`config.mk`:
```
export PLATFORM = sky130hd
export DESIGN_NAME = contador_ud_flat
export DESIGN_NICKNAME = d
export VERILOG_FILES = /design/src/rtl/contador_pkg.sv /design/src/rtl/contador_ud_if.sv /design/src/rtl/contador_edge.sv /design/src/rtl/contador_ud.sv /design/src/flat_wrapper.sv
export SDC_FILE = /design/constraint.sdc
export NUM_CORES = 1
export LEC_CHECK = 0
export ABC_AREA = 1
export BUFFER_PORTS_ARGS = -buffer_cell sky130_fd_sc_hd__clkbuf_2
export CORE_AREA = 2 2 39 41
export DETAILED_ROUTE_END_ITERATION = 12
export DIE_AREA = 0 0 41 43
export PLACE_DENSITY = 0.44
export SETUP_SLACK_MARGIN = 0.15
export SYNTH_ARGS = -nofsm -noshare
export SYNTH_HDL_FRONTEND = slang
export SYNTH_SLANG_ARGS = --single-unit
```
`constraint.sdc`:
```
create_clock -name clk -period 2 [get_ports clk]
set_input_delay 0.2 -clock clk [delete_from_list [all_inputs] [get_ports clk]]
set_output_delay 0.2 -clock clk [all_outputs]
set_load 0.01 [all_outputs]
```
`src/rtl/contador_pkg.sv`:
```
// contador_pkg: shared width default and direction constants for the contador_ud counter.
package contador_pkg;
    localparam int CONTADOR_DEFAULT_WIDTH = 4;
    localparam logic DIR_UP = 1'b1;
    localparam logic DIR_DOWN = 1'b0;
endpackage

```
`src/rtl/contador_ud_if.sv`:
```
// contador_ud_if: step request/direction in, count and status flags out.
interface contador_ud_if import contador_pkg::*; #(
    parameter int WIDTH = CONTADOR_DEFAULT_WIDTH
);
    logic nxt;
    logic dir;
    logic empty;
    logic full;
    logic [WIDTH-1:0] cuenta;
    modport master (output nxt, dir, input empty, full, cuenta);
    modport slave (input nxt, dir, output empty, full, cuenta);
endinterface

```
`src/rtl/contador_edge.sv`:
```
// contador_edge: rising-edge detector; the history register is unreset so a level held through reset yields no pulse.
module contador_edge (
    input  logic clk,
    input  logic d,
    output logic pulse
);
    logic d_q;
    always_ff @(posedge clk) d_q <= d;
    assign pulse = d & ~d_q;
endmodule

```
`src/rtl/contador_ud.sv`:
```
// contador_ud: saturating up/down counter with empty/full flags.
// Define CONTADOR_NXT_EDGE_EN to step once per nxt rising edge instead of once per nxt-high cycle.
module contador_ud import contador_pkg::*; #(
    parameter int WIDTH = CONTADOR_DEFAULT_WIDTH
) (
    input logic clk,
    input logic rst,
    contador_ud_if.slave bus
);
    localparam logic [WIDTH-1:0] MAX = '1;
    logic step;
    logic [WIDTH-1:0] cuenta_q, cuenta_d;
`ifdef CONTADOR_NXT_EDGE_EN
    contador_edge u_edge (.clk(clk), .d(bus.nxt), .pulse(step));
`else
    assign step = bus.nxt;
`endif
    // Bounds are checked before the update so the count never wraps.
    always_comb begin
        cuenta_d = cuenta_q;
        if (step)
            cuenta_d = (bus.dir == DIR_UP) ? ((cuenta_q != MAX) ? cuenta_q + WIDTH'(1) : cuenta_q)
                                           : ((cuenta_q != '0) ? cuenta_q - WIDTH'(1) : cuenta_q);
    end
    always_ff @(posedge clk) begin
        if (rst) cuenta_q <= '0;
        else     cuenta_q <= cuenta_d;
    end
    assign bus.cuenta = cuenta_q;
    assign bus.empty = (cuenta_q == '0);
    assign bus.full = (cuenta_q == MAX);
endmodule

```
`src/flat_wrapper.sv`:
```
// flat-port wrapper written by rule: the top's interface ports become plain ports
module contador_ud_flat import contador_pkg::*;
#(
    parameter int WIDTH = CONTADOR_DEFAULT_WIDTH
)
  (clk, rst, bus_nxt, bus_dir, bus_empty, bus_full, bus_cuenta);
  contador_ud_if #(.WIDTH(WIDTH)) bus_i ();
  input logic clk;
  input logic rst;
  input wire logic [$bits(bus_i.nxt)-1:0] bus_nxt;
  input wire logic [$bits(bus_i.dir)-1:0] bus_dir;
  output wire logic [$bits(bus_i.empty)-1:0] bus_empty;
  output wire logic [$bits(bus_i.full)-1:0] bus_full;
  output wire logic [$bits(bus_i.cuenta)-1:0] bus_cuenta;
  assign bus_i.nxt = bus_nxt;
  assign bus_i.dir = bus_dir;
  assign bus_empty = bus_i.empty;
  assign bus_full = bus_i.full;
  assign bus_cuenta = bus_i.cuenta;
  contador_ud #(.WIDTH(WIDTH)) u_core (.clk(clk), .rst(rst), .bus(bus_i));
endmodule
```
# Word-level counts from Yosys, hierarchy flattened
# Cells that the tools add are included.
# totals
wordCells	13
register_bits	4
# op_classes
add_sub_neg	2
mux	3
n_eq_ne	3
n_reduce_logical	4
# op_table
cell	count
4-bit 2-to-1 mux	3
4-bit by 1-bit adder with 4-bit output (second input constant)	1
4-bit == test (second input constant)	1
4-bit zero test	1
4-bit inequality test (second input constant)	1
4-bit nonzero test	1
4-bit by 1-bit subtractor with 4-bit output (second input constant)	1
3-bit AND reduction	1
2-bit by 1-bit inequality test with 1-bit output (second input constant)	1
2-bit nonzero test	1

# Longest topological paths before layout
# logic_depth
word_depth	3
mapped_depth	8

# Least setup slack after synthesis
# No wires, ideal clock.
# synth_path
path_kind	register to register
startpoint	reg u_core.cuenta_q[2], in the netlist u_core.bus.cuenta[2]
endpoint	reg u_core.cuenta_q[3], in the netlist u_core.bus.cuenta[3]
n_path_buf	0
synth_period_minus_slack_ps	1288
path_stages_with_launch	8
t_arrival_ps	1176
slack_ps	712
t_required_ps	1888
path_cell_list	dfxtp_1 ha_1 a21oi_1 nand2_1 nand2_1 nand2_1 nor2_2 nor2_2
# synth_between
elab_chain_cells	3
word_cells_on_any_way	10
# synth_rtl
item	line	text
start: declaration	contador_ud.sv:12	logic [WIDTH-1:0] cuenta_q, cuenta_d;
start signal: assignment	contador_ud.sv:27	else cuenta_q <= cuenta_d;
4-bit by 1-bit subtractor with 4-bit output, or another cell as far along	contador_ud.sv:23	: ((cuenta_q != '0) ? cuenta_q - WIDTH'(1) : cuenta_q);
4-bit 2-to-1 mux, or another cell as far along	contador_ud.sv:23	
4-bit 2-to-1 mux / 3-bit AND reduction (equally long branches)	n/a	
# Several ways; a longest one is shown, not always the timed one. The select of a mux whose other input is x is not followed.
# A chain may end at the register's enable or synchronous reset.

# Worst setup path in the final report
# Ends and elaborated chain as after synthesis.

==> metrics.md <==
| Metric | Value |
|---|---|
| Sw Share | `0.372` |
| Post-layout util | `0.311` |
| Internal power | `206 uW` |
| Layout area overhead | `25.5%` |
| Placed cell count | `79` |
| Core area | `1380 um2` |
| Synth cell types | `14` |
| Io pins | `10` |
| CTS clk-pin slew, worst paths | `0.04 ns` |
| Comb pwr share | `0.348` |
| CP required | `2.13 ns` |
| Fin crit period | `1.35 ns` |
| Die area | `1760 um2` |
| Switching Power | `122 uW` |
| Fillers | `164` |
| Crit Path Max Fanout | `6` |
| GRT overflow | `0` |
| Post-DR vias/cell | `4.29` |
| Setup Buffers After CTS | `0` |
| Root Driver | `clkbuf_4` |
| WL/cell | `8.57 um` |
| Synthesized area per cell | `6.35 um2` |
| Slew at the pin closest to its max-slew limit | `0.301 ns` |
| DRT iter0 DRCs | `2` |
| Slew HR | `0.799` |
| Post-CTS Hold Fix Bufs | `0` |
| Setup_tns | `0 ns` |
| RePlAce Congestion | `0.650` |
| Initial antenna violation count | `0` |
| Via count | `352` |
| Antenna-violating nets left | `0` |
| Cell area after synthesis | `343 um2` |
| Fin. Hold Viols | `0` |
| CP arrival | `1.48 ns` |
| Worst skew pair latency | `0.24 ns` |
| Drt drc | `0` |
| TritonCTS buffer count | `3` |
| DP Wirelength | `580 um` |
| Fin nets | `75` |
| Register area share after synthesis | `0.234` |
| Crit end category | `flop` |
| Yosys reg bits | `4` |
| Die Y | `43 um` |
| Status | `finished, final reports clean` |
| Hold Crit Class | `primary input to flop` |
| Max-Cap Viols | `0` |
| Leak | `0.243 nW` |
| N_diodes | `0` |
| Post-Synthesis Cells | `54` |
| Min-Delay Startpoint | `rst` |
| Number of global-route vias before repair | `299` |
| Synth warn | `0` |
| Drt first pass iters | `2` |
| Layout cell share with drive strength beyond 1 | `0.273` |
| Fin crit share | `0.676` |
| Slew Viols, Final | `0` |
| Max clock buf depth | `2` |
| Worst hold slack | `0.251 ns` |
| Final setup fails | `0` |
| RSZ-0062 raised after global routing | `false` |
| IO buf count | `9` |
| Sequential power share | `0.342` |
| Highest Clock Rate | `740 MHz` |
| Placement Rows | `14` |
| Final WL | `703 um` |
| Setup slack after layout | `0.648 ns` |
| Layout Cells excl Fill | `82` |
| Reg2Reg Launch Point | `u_core.bus.cuenta[2]$_SDFFE_PP0P_` |
| Chip width | `41 um` |
| First-pass GRT wire length | `1180 um` |
| Number of flip-flops in the largest register | `4` |
| Worst Path Class, Setup | `flop to flop` |
| Clock share of power | `0.311` |
| Startpoint Class | `flop` |
| Net count after synthesis | `61` |
| Clock Sinks | `4` |
| Clock Skew | `0.00190 ns` |
| Max VDD drop | `0.201 mV` |
| Pre-CTS WS | `0.616 ns` |
| Post-CTS Resized | `0` |
| Critical Path Source | `u_core.bus.cuenta[2]$_SDFFE_PP0P_` |
| Initial core utilization | `0.248` |
| Pin count of the biggest net entering global routing | `8` |
| Number of H-tree levels | `1` |
| Power per cell area | `762 nW/um2` |
| CTS tree | `done` |
| Tot GR Track Use | `0.0994` |
[synth_stat cells]
library cell / count / area share
nor2_4: 1 / 0.033
nand3_4: 1 / 0.051
ha_1: 2 / 0.073
dfxtp_1: 4 / 0.23
nand2_1: 18 / 0.20
nand3_1: 3 / 0.044
nor4_1: 1 / 0.018
nor2_2: 2 / 0.036
inv_1: 10 / 0.11
nand4_1: 1 / 0.018
fa_1: 1 / 0.058
a21oi_1: 1 / 0.015
nand2_2: 2 / 0.036
nor2_1: 7 / 0.077
[per-layer routing]
| layer | GRT usage | share of wire | vias to the layer above |
|---|---|---|---|
| met4 | 0.0200 | 0 | 0 |
| met5 | 0 | 0 | - |
| li1 | - | - | 188 |
| met1 | 0.119 | 0.45 | 156 |
| met2 | 0.147 | 0.48 | 8 |
| met3 | 0.0628 | 0.071 | 0 |
[worst max-delay path: stages (launching register included)]
cell,delay [ns]
dfxtp_1,0.42
ha_1,0.30
a21oi_1,0.20
nand2_1,0.07
nand2_1,0.06
nand2_1,0.06
nor2_2,0.09
nor2_2,0.04
[cells by family after synthesis]
kind of cell	after synthesis	synth area share
AND/OR/NAND/NOR	36	0.511
buffers and inverters	10	0.110
flip-flops	4	0.234
adder cells (fa/ha/maj)	3	0.131
AO/OA/AOI/OAI	1	0.0146
[power groups by stage]
stage	Combinational, mW	Clock, mW	Sequential (mW)
3_5_place_dp	0.117	0	0.115
4_1_cts	0.117	0.105	0.113
3_3_place_gp	0.116	0	0.115
2_1_floorplan	0.0792	0	0.114
6_report	0.114	0.102	0.112
5_1_grt	0.136	0.110	0.115
[worst paths after layout]
check | endpoint | slack, ns | cells after the start
setup / recovery | u_core.bus.cuenta[3]$_SDFFE_PP0P_ | 0.65 | 7
hold / removal | u_core.bus.cuenta[2]$_SDFFE_PP0P_ | 0.25 | 4
hold reg to reg | u_core.bus.cuenta[2]$_SDFFE_PP0P_ | 0.60 | 4
setup reg to reg | u_core.bus.cuenta[3]$_SDFFE_PP0P_ | 0.65 | 7
[metrics by stage]
stage               total power, mW  area [um2]
finish                        0.328         430
detailed placement            0.232         408
global placement              0.231         408
global route                  0.361         430
CTS                           0.336         430
floorplan                     0.193         343
[layout make-up]
type | instances | area (um2) | share of cell area
Sequential cell | 4 | 80.1 | 0.186
Inverter | 10 | 37.5 | 0.0872
Tap cell | 16 | 20.0 | 0.0465
Clock buffer | 3 | 22.5 | 0.0523
Timing Repair Buffer | 9 | 45.0 | 0.105
Multi-Input combinational cell | 40 | 225 | 0.523
[layout by cell type (no fill, tap or decap)]
master    synthesis  routed
a21oi_1           1       1
clkbuf_2          0       9
clkbuf_4          0       3
dfxtp_1           4       4
fa_1              1       1
ha_1              2       2
inv_1            10      10
nand2_1          18      18
nand2_2           2       2
nand3_1           3       3
nand3_4           1       1
nand4_1           1       1
nor2_1            7       7
nor2_2            2       2
nor2_4            1       1
nor4_1            1       1
(Power assumes the default switching activity.)
